$ cat config.mk
export PLATFORM = sky130hd
export DESIGN_NAME = battle_board
export DESIGN_NICKNAME = d
export VERILOG_FILES = /design/src/rtl/battle_board.sv
export SDC_FILE = /design/constraint.sdc
export NUM_CORES = 1
export LEC_CHECK = 0
export BUFFER_PORTS_ARGS = -buffer_cell sky130_fd_sc_hd__buf_2
export CORE_AREA = 2 2 181 183
export CTS_CLUSTER_DIAMETER = 150
export DETAILED_ROUTE_END_ITERATION = 12
export DIE_AREA = 0 0 183 185
export GPL_ROUTABILITY_DRIVEN = 0
export HOLD_SLACK_MARGIN = 0.06
export PLACE_DENSITY = 0.64
export SYNTH_ARGS = -nofsm -noshare
export SYNTH_HDL_FRONTEND = slang
export SYNTH_SLANG_ARGS = --single-unit
$ cat constraint.sdc
create_clock -name clk -period 4.5 [get_ports clk]
set_clock_uncertainty 0.05 [all_clocks]
set_input_delay 0 -clock clk [delete_from_list [all_inputs] [get_ports clk]]
set_output_delay 0 -clock clk [all_outputs]
set_load 0.01 [all_outputs]
$ cat src/rtl/battle_board.sv
`default_nettype none
// +--------------------------------------------------------------------------+
// | Module   : battle_board                                                  |
// | Purpose  : two-player ship placement / firing game with display readback |
// | Revision : 1.0  initial release                                          |
// +--------------------------------------------------------------------------+
module battle_board #(
    parameter int SIZE  = 8,
    parameter int SHIPS = 4,
    parameter int CW    = 3
) (
    input  logic          clk,
    input  logic          rst,
    input  logic          start,
    input  logic          place,
    input  logic [CW-1:0] cur_x,
    input  logic [CW-1:0] cur_y,
    input  logic [CW-1:0] rd_x_host,
    input  logic [CW-1:0] rd_y_host,
    input  logic [CW-1:0] rd_x_guest,
    input  logic [CW-1:0] rd_y_guest,
    output logic [1:0]    code_host,
    output logic [1:0]    code_guest,
    output logic [2:0]    phase,
    output logic          turn,
    output logic          ack,
    output logic          reject,
    output logic          shot_hit,
    output logic          winner
);

    localparam int c_ncell = SIZE * SIZE;
    localparam int c_iw    = (c_ncell > 1) ? $clog2(c_ncell) : 1;
    localparam int c_nw    = (SHIPS > 1) ? $clog2(SHIPS + 1) : 1;

    localparam logic [CW:0]     c_size = (CW+1)'(SIZE);
    localparam logic [c_nw-1:0] c_last = c_nw'(SHIPS - 1);

    localparam logic [1:0] c_empty = 2'b00;
    localparam logic [1:0] c_ship  = 2'b01;
    localparam logic [1:0] c_hit   = 2'b10;
    localparam logic [1:0] c_miss  = 2'b11;

    typedef enum logic [2:0] {
        ST_IDLE        = 3'd0,
        ST_PLACE_HOST  = 3'd1,
        ST_PLACE_GUEST = 3'd2,
        ST_BATTLE      = 3'd3,
        ST_OVER        = 3'd4
    } state_t;

    function automatic logic in_range(input logic [CW-1:0] x, input logic [CW-1:0] y);
        return ({1'b0, x} < c_size) && ({1'b0, y} < c_size);
    endfunction

    function automatic logic [c_iw-1:0] cell_idx(input logic [CW-1:0] x, input logic [CW-1:0] y);
        return c_iw'(int'(y) * SIZE + int'(x));
    endfunction

    state_t          r_state, w_state_n;
    logic            r_turn, w_turn_n;
    logic            r_winner, w_winner_n;
    logic            r_ack, w_ack_n;
    logic            r_reject, w_reject_n;
    logic            r_shot_hit, w_shot_hit_n;
    logic [c_nw-1:0] r_host_cnt, w_host_cnt_n;
    logic [c_nw-1:0] r_guest_cnt, w_guest_cnt_n;
    logic [c_nw-1:0] r_host_hits, w_host_hits_n;
    logic [c_nw-1:0] r_guest_hits, w_guest_hits_n;
    logic [1:0]      r_code_host, r_code_guest;
    logic [1:0]      r_host  [c_ncell];
    logic [1:0]      r_guest [c_ncell];

    logic            w_in;
    logic [c_iw-1:0] w_idx;
    logic [1:0]      w_cell;
    logic [c_nw-1:0] w_shooter_hits;
    logic            w_clear;
    logic            w_host_we;
    logic            w_guest_we;
    logic [1:0]      w_wdata;

    assign w_in  = in_range(cur_x, cur_y);
    assign w_idx = w_in ? cell_idx(cur_x, cur_y) : '0;

    // Target board: guest while the guest places or the host fires, host otherwise.
    assign w_cell = ((r_state == ST_PLACE_GUEST) || (r_state == ST_BATTLE && !r_turn))
                  ? r_guest[w_idx] : r_host[w_idx];
    assign w_shooter_hits = r_turn ? r_guest_hits : r_host_hits;

    always_comb begin
        w_state_n      = r_state;
        w_turn_n       = r_turn;
        w_winner_n     = r_winner;
        w_ack_n        = 1'b0;
        w_reject_n     = 1'b0;
        w_shot_hit_n   = 1'b0;
        w_host_cnt_n   = r_host_cnt;
        w_guest_cnt_n  = r_guest_cnt;
        w_host_hits_n  = r_host_hits;
        w_guest_hits_n = r_guest_hits;
        w_clear        = 1'b0;
        w_host_we      = 1'b0;
        w_guest_we     = 1'b0;
        w_wdata        = c_empty;

        case (r_state)
            ST_IDLE, ST_OVER: begin
                if (start) begin
                    w_clear        = 1'b1;
                    w_state_n      = ST_PLACE_HOST;
                    w_turn_n       = 1'b0;
                    w_winner_n     = 1'b0;
                    w_host_cnt_n   = '0;
                    w_guest_cnt_n  = '0;
                    w_host_hits_n  = '0;
                    w_guest_hits_n = '0;
                end
            end
            ST_PLACE_HOST: begin
                if (place) begin
                    if (!w_in || w_cell != c_empty) begin
                        w_reject_n = 1'b1;
                    end else begin
                        w_host_we    = 1'b1;
                        w_wdata      = c_ship;
                        w_ack_n      = 1'b1;
                        w_host_cnt_n = r_host_cnt + 1'b1;
                        if (r_host_cnt == c_last) w_state_n = ST_PLACE_GUEST;
                    end
                end
            end
            ST_PLACE_GUEST: begin
                if (place) begin
                    if (!w_in || w_cell != c_empty) begin
                        w_reject_n = 1'b1;
                    end else begin
                        w_guest_we    = 1'b1;
                        w_wdata       = c_ship;
                        w_ack_n       = 1'b1;
                        w_guest_cnt_n = r_guest_cnt + 1'b1;
                        if (r_guest_cnt == c_last) begin
                            w_state_n = ST_BATTLE;
                            w_turn_n  = 1'b0;
                        end
                    end
                end
            end
            ST_BATTLE: begin
                if (place) begin
                    if (!w_in || w_cell[1]) begin
                        w_reject_n = 1'b1;
                    end else begin
                        w_ack_n    = 1'b1;
                        w_host_we  = r_turn;
                        w_guest_we = !r_turn;
                        w_turn_n   = !r_turn;
                        if (w_cell == c_ship) begin
                            w_wdata      = c_hit;
                            w_shot_hit_n = 1'b1;
                            if (r_turn) w_guest_hits_n = r_guest_hits + 1'b1;
                            else        w_host_hits_n  = r_host_hits + 1'b1;
                            // Winning shot ends the game with the shooter still holding the turn.
                            if (w_shooter_hits == c_last) begin
                                w_state_n  = ST_OVER;
                                w_winner_n = r_turn;
                                w_turn_n   = r_turn;
                            end
                        end else begin
                            w_wdata = c_miss;
                        end
                    end
                end
            end
            default: w_state_n = ST_IDLE;
        endcase
    end

    always_ff @(posedge clk) begin
        if (!rst) begin
            r_state      <= ST_IDLE;
            r_turn       <= 1'b0;
            r_winner     <= 1'b0;
            r_ack        <= 1'b0;
            r_reject     <= 1'b0;
            r_shot_hit   <= 1'b0;
            r_host_cnt   <= '0;
            r_guest_cnt  <= '0;
            r_host_hits  <= '0;
            r_guest_hits <= '0;
            r_code_host  <= c_empty;
            r_code_guest <= c_empty;
            for (int i = 0; i < c_ncell; i++) begin
                r_host[i]  <= c_empty;
                r_guest[i] <= c_empty;
            end
        end else begin
            r_state      <= w_state_n;
            r_turn       <= w_turn_n;
            r_winner     <= w_winner_n;
            r_ack        <= w_ack_n;
            r_reject     <= w_reject_n;
            r_shot_hit   <= w_shot_hit_n;
            r_host_cnt   <= w_host_cnt_n;
            r_guest_cnt  <= w_guest_cnt_n;
            r_host_hits  <= w_host_hits_n;
            r_guest_hits <= w_guest_hits_n;
            // Reads sample the pre-edge contents, so a same-edge write shows up one cycle later.
            r_code_host  <= in_range(rd_x_host, rd_y_host)
                          ? r_host[cell_idx(rd_x_host, rd_y_host)] : c_empty;
            r_code_guest <= in_range(rd_x_guest, rd_y_guest)
                          ? r_guest[cell_idx(rd_x_guest, rd_y_guest)] : c_empty;
            if (w_clear) begin
                for (int i = 0; i < c_ncell; i++) begin
                    r_host[i]  <= c_empty;
                    r_guest[i] <= c_empty;
                end
            end else begin
                if (w_host_we)  r_host[w_idx]  <= w_wdata;
                if (w_guest_we) r_guest[w_idx] <= w_wdata;
            end
        end
    end

    assign phase      = r_state;
    assign turn       = r_turn;
    assign winner     = r_winner;
    assign ack        = r_ack;
    assign reject     = r_reject;
    assign shot_hit   = r_shot_hit;
    assign code_host  = r_code_host;
    assign code_guest = r_code_guest;

endmodule
`default_nettype wire

==> flow_summary.json, run 1 <==
{
  "yosysTopAreaCellShare_pct": 48.7,
  "worstHoldStart": "rd_y_host[0]",
  "cp_common_cell": "buf_4",
  "syn_inst": 1336,
  "ys_ff_latch": 280,
  "hpwl_mm": 32.5,
  "drc_errors": 0,
  "p_leak_nw": 5.84,
  "yosys.area.top_type": "edfxtp_1",
  "cts_root_buffer": "clkbuf_16",
  "path_clk_slew_ns": 0.06,
  "placed_area_mm2": 0.0164,
  "num_io_pins": 34,
  "drive_above_1_share_pct": 21.4,
  "dp_slack_ns": 0.348,
  "clkSinkCount": 280,
  "fp-row-count": 66,
  "stdcell_area_mm2": 0.0176,
  "synth-async-reset-ratio_pct": 0,
  "initial_core_util_pct": 49.3,
  "crit_fanout": 72,
  "arrival_ns": 4.36,
  "critical_path_class": "reg -> reg",
  "rsz0062_at_grt": "false",
  "yosysSeqAreaShare_pct": 51.7,
  "drt_wl_total_mm": 47.5,
  "areaGrowthSynthToFinish_pct": 11.3,
  "drt_first_iter_violations": 1470,
  "yosys_warnings": 0,
  "synth_fp_nets": 1364,
  "worstPathCellList": "nand2b_1, a21oi_1, buf_4, a31o_1, a2111o_1, or4_1, a211oi_2, nand3_2, buf_4, o31ai_1",
  "htreeDepth": 1,
  "rr_startpoint": "phase[2]$_SDFFE_PN0P_",
  "crit_start": "phase[2]$_SDFFE_PN0P_",
  "dieArea_mm2": 0.0339,
  "post_cts_buffers": 0,
  "pwr_density_cell_mw_per_mm2": 453,
  "synth_area_leaders": "edfxtp_1, mux4_2, nor2_1, o21ai_0, dfxtp_1",
  "relSlewSlack_pct": 25.2,
  "placement.io_buffers": 33,
  "cts_buffer_depth": 3,
  "post-route-period-util_pct": 93.3,
  "final_nets": 1352,
  "status": "finished, final reports clean",
  "worstSetupEndpointType": "flip-flop",
  "slowest_delay_ns": 0.58,
  "fmax_mhz": 238,
  "ys_types": 69,
  "die_height_um": 185,
  "slowest_stage": "or4_1",
  "cts_buffers": 30,
  "dr_total_vias": 12100,
  "tns_ns": 0,
  "antenna_found_initial": 1,
  "first_pass_iters": 5,
  "post_drt_wl_per_cell_um": 27.0,
  "hp-class": "in -> reg",
  "grt_usage_pct": 28.0,
  "syn_area_mm2": 0.0158,
  "tritoncts": "yes",
  "layout_commonest_cell": "edfxtp_1",
  "first_global_vias": 11500,
  "grt_max_degree": 81,
  "final_cell_mix": "edfxtp_1, nor2_1, mux4_2",
  "ir_worst_vdd_uv": 268,
  "synth_flop_cell": "edfxtp_1",
  "tightest_slew_ns": 1.12,
  "worst_slack_ns": 0.300,
  "dieWidth_um": 183,
  "synth_edf_count": 256,
  "core-area_mm2": 0.0320,
  "drv_slew": 0,
  "final-setup-viol-count": 0,
  "worstSkewPairLatency_ns": 0.57,
  "detail_route.vias_per_cell": 6.90,
  "min_period_ns": 4.20,
  "cap_violations": 0,
  "antenna_left": 0,
  "syn_area_per_cell_um2": 11.8,
  "critPathRequiredTime_ns": 4.66,
  "grt_overflow_total": 0,
  "grt_pass1_wl_mm": 71.1,
  "hold_violations": 0,
  "critPathLaunchType": "flip-flop"
}
==> path summary, 6_finish.rpt <==
check	endpoint	slack, ns	depth (start not counted)
max	r_host[52][0]$_SDFFCE_PN0P_	0.30	10
min	code_host[1]$_SDFF_PN0_	0.20	4
max reg2reg	r_host[52][0]$_SDFFCE_PN0P_	0.30	10
min reg2reg	winner$_SDFFE_PN0P_	0.41	2
==> flip-flops by register name (all words and copies together) (netlist names), 2 cells and up <==
name	count
r_guest_cnt	3
phase	3
r_guest_hits	3
r_guest	128
r_host_hits	3
r_host_cnt	3
r_host	128
code_host	2
code_guest	2
==> synth_stat cells, types with 12 or more instances <==
| master | number |
|---|---|
| dfxtp_1 | 24 |
| nand2_1 | 65 |
| a21oi_1 | 29 |
| a22oi_1 | 16 |
| nor3_1 | 68 |
| o31ai_1 | 34 |
| mux2_2 | 17 |
| edfxtp_1 | 256 |
| nor2_1 | 216 |
| mux2i_1 | 34 |
| inv_1 | 12 |
| buf_2 | 26 |
| clkbuf_1 | 108 |
| o21ai_0 | 108 |
| nand2b_1 | 15 |
| mux4_2 | 110 |
| nand3_1 | 17 |
==> report_power, final <==
| part | leakage, nW | internal [mW] | switching (mW) |
|---|---|---|---|
| clock network | 0.524 | 1.62 | 1.04 |
| logic | 2.36 | 0.682 | 0.999 |
| registers | 2.96 | 3.35 | 0.267 |
==> cells by family after synthesis <==
| kind of cell | synth area share [%] |
|---|---|
| AOI/OAI and AO/OA | 11.4 |
| adders and majority gates | 0.475 |
| buffers and inverters | 4.17 |
| DFF | 51.7 |
| muxes | 19.2 |
| and+or+nand+nor | 13.0 |
==> stage by stage <==
stage               std cells  hold slack, ns  utilization, %  total power [mW]
floorplan                1336           0.174               -              4.69
global placement         1690           0.339            51.2              5.24
detailed placement       1690           0.347            51.2              5.28
CTS                      1756           0.183            54.8              7.92
global route             1756           0.231            54.8              8.21
finish                   1757           0.199            54.8              7.96
==> timing repair <==
action | 4_1_cts | 5_1_grt
resized for setup | 0 | 0
hold endpoints to repair | 19 | 0
hold buffers | 10 | 0
==> metal layers <==
layer	global-route usage, %	routed length [um]
met3	5.86	5430
met5	0	13
met2	45.7	22500
met1	38.1	18200
met4	8.58	1290
==> cell type report <==
type	instances	area, um2
clock inverters	10	150
multi-input cells	894	6980
repair buffers	104	791
flip-flops and latches	280	8170
diodes	1	2.50
clock buffers	46	915
fillers	2685	14500
well taps	408	510
inverters	14	52.6
==> critical path: cells and delay by family, from the launching register on <==
kind | cells | cell delay (ns)
buffers and inverters | 2 | 0.54
DFF | 1 | 0.49
and+or+nand+nor | 3 | 0.94
AOI/OAI and AO/OA | 5 | 1.75
Note: power is estimated with default switching activity, not from simulation.
==> run 2, diff against run 1 <==
--- a/config.mk
+++ b/config.mk
@@ -14,4 +14,5 @@
 export HOLD_SLACK_MARGIN = 0.06
 export PLACE_DENSITY = 0.64
+export SLEW_MARGIN = 20
 export SYNTH_ARGS = -nofsm -noshare
 export SYNTH_HDL_FRONTEND = slang
--- a/constraint.sdc
+++ b/constraint.sdc
@@ -3,3 +3,3 @@
 set_input_delay 0 -clock clk [delete_from_list [all_inputs] [get_ports clk]]
 set_output_delay 0 -clock clk [all_outputs]
-set_load 0.01 [all_outputs]
+set_load 0.05 [all_outputs]
==> flow_summary.json, run 2 (synthesis results as in run 1) <==
{
  "status": "finished, final reports clean",
  "tightest_slew_ns": 0.985,
  "fp-row-count": 66,
  "tns_ns": 0,
  "post-route-period-util_pct": 93.1,
  "reg2reg_to": "r_host[52][0]$_SDFFCE_PN0P_",
  "die_height_um": 185,
  "critPathRequiredTime_ns": 4.66,
  "drt_first_iter_violations": 1512,
  "antenna_left": 0,
  "drc_errors": 0,
  "first_global_vias": 11500,
  "p_leak_nw": 5.84,
  "core-area_mm2": 0.0320,
  "reg_top3": "r_guest x128, r_host x128",
  "postCtsHoldBufs": 10,
  "grt_pass1_wl_mm": 71.1,
  "final_cell_mix": "edfxtp_1, nor2_1, mux4_2",
  "dieWidth_um": 183,
  "layout_commonest_cell": "edfxtp_1",
  "hold_path_depth": 4,
  "rr_worst_depth": 10,
  "r2r_setup_slack_ns": 0.31,
  "fmax_mhz": 239,
  "rr_startpoint": "phase[2]$_SDFFE_PN0P_",
  "finalNonFillerCells": 1757,
  "holdPathEnd": "code_host[1]$_SDFF_PN0_",
  "clkSinkCount": 280,
  "antenna_found_initial": 1,
  "dieArea_mm2": 0.0339,
  "cts_buffers": 30,
  "ir_worst_vdd_uv": 268,
  "first_pass_iters": 5,
  "worstSetupEndpointType": "flip-flop",
  "numPlacedInstances": 1690,
  "drv_slew": 0,
  "rsz0062_at_grt": "false",
  "crit_fanout": 72,
  "grt_overflow_total": 0,
  "placed_area_mm2": 0.0164,
  "post_drt_wl_per_cell_um": 27.0,
  "p_total_mw": 8.02,
  "htreeDepth": 1,
  "final_nets": 1352,
  "arrival_ns": 4.35,
  "relSlewSlack_pct": 34.1,
  "worstHoldStart": "rd_y_host[0]",
  "grt_usage_pct": 28.0,
  "grt_max_degree": 81,
  "cts_buffer_depth": 3,
  "drive_above_1_share_pct": 21.4,
  "final-setup-viol-count": 0,
  "worst_slack_ns": 0.310,
  "placement.io_buffers": 33,
  "dr_total_vias": 12100,
  "dp_slack_ns": 0.348,
  "pwr_density_cell_mw_per_mm2": 456,
  "cts_root_buffer": "clkbuf_16",
  "worstSkewPairLatency_ns": 0.57,
  "areaGrowthSynthToFinish_pct": 11.3,
  "detail_route.vias_per_cell": 6.89,
  "drt_wl_total_mm": 47.4,
  "cap_violations": 0,
  "num_io_pins": 34,
  "initial_core_util_pct": 49.3,
  "post_cts_resized": 0,
  "hpwl_mm": 32.5,
  "critPathLaunchType": "flip-flop",
  "stdcell_area_mm2": 0.0176,
  "hp-class": "in -> reg",
  "min_period_ns": 4.19,
  "tritoncts": "yes",
  "path_clk_slew_ns": 0.06,
  "hold_violations": 0,
  "post_cts_buffers": 0,
  "critical_path_class": "reg -> reg"
}
## run 2: layout make-up
| cell class | instances | area, um2 |
|---|---|---|
| fill | 2684 | 14500 |
| antenna | 1 | 2.50 |
| sequential | 280 | 8170 |
| clock inverter | 10 | 150 |
| multi-input combinational | 894 | 6980 |
| clock buffer | 46 | 915 |
| tap | 408 | 510 |
| inverter | 14 | 52.6 |
| timing repair buffer | 104 | 793 |
## run 2: worst max path at each step
stage	cells past startpoint	slack, ns	startpoint	endpoint
after floorplan	10	0.82	phase[0]$_SDFFE_PN0P_	r_host[29][0]$_SDFFCE_PN0P_
after global placement	10	0.43	cur_x[0]	r_host[29][1]$_SDFFCE_PN0P_
after detailed placement	10	0.35	cur_x[0]	r_host[52][0]$_SDFFCE_PN0P_
after CTS	10	0.46	phase[2]$_SDFFE_PN0P_	r_host[52][1]$_SDFFCE_PN0P_
after global routing	9	0.23	r_host[6][1]$_SDFFCE_PN0P_	r_host[63][1]$_SDFFCE_PN0P_
final	10	0.31	phase[2]$_SDFFE_PN0P_	r_host[52][0]$_SDFFCE_PN0P_
## run 2: per-stage QoR
stage / utilization, % / hold slack (ns)
after floorplan: - / 0.174
after global routing: 54.8 / 0.231
after detailed placement: 51.2 / 0.347
after global placement: 51.2 / 0.339
after CTS: 54.8 / 0.183
final: 54.9 / 0.205
## run 2: where the power goes
group / internal [mW] / switching, mW / total, mW
logic: 0.683 / 1.06 / 1.74
registers: 3.35 / 0.269 / 3.62
clock network: 1.62 / 1.04 / 2.67
## run 2: critical path, cell delays in order (launching register included)
cell,delay (ns)
dfxtp_1,0.51
nand2b_1,0.26
a21oi_1,0.13
buf_4,0.20
a31o_1,0.18
a2111o_1,0.39
or4_1,0.59
a211oi_2,0.52
nand3_2,0.11
buf_4,0.34
o31ai_1,0.50
## run 2: per-layer routing
| metal | GRT usage (%) | vias up | routed length (um) |
|---|---|---|---|
| met5 | 0 | - | 13 |
| met4 | 8.58 | 2 | 1280 |
| met3 | 5.86 | 91 | 5350 |
| met2 | 45.7 | 814 | 22400 |
| met1 | 38.1 | 6059 | 18400 |
| li1 | - | 5140 | - |
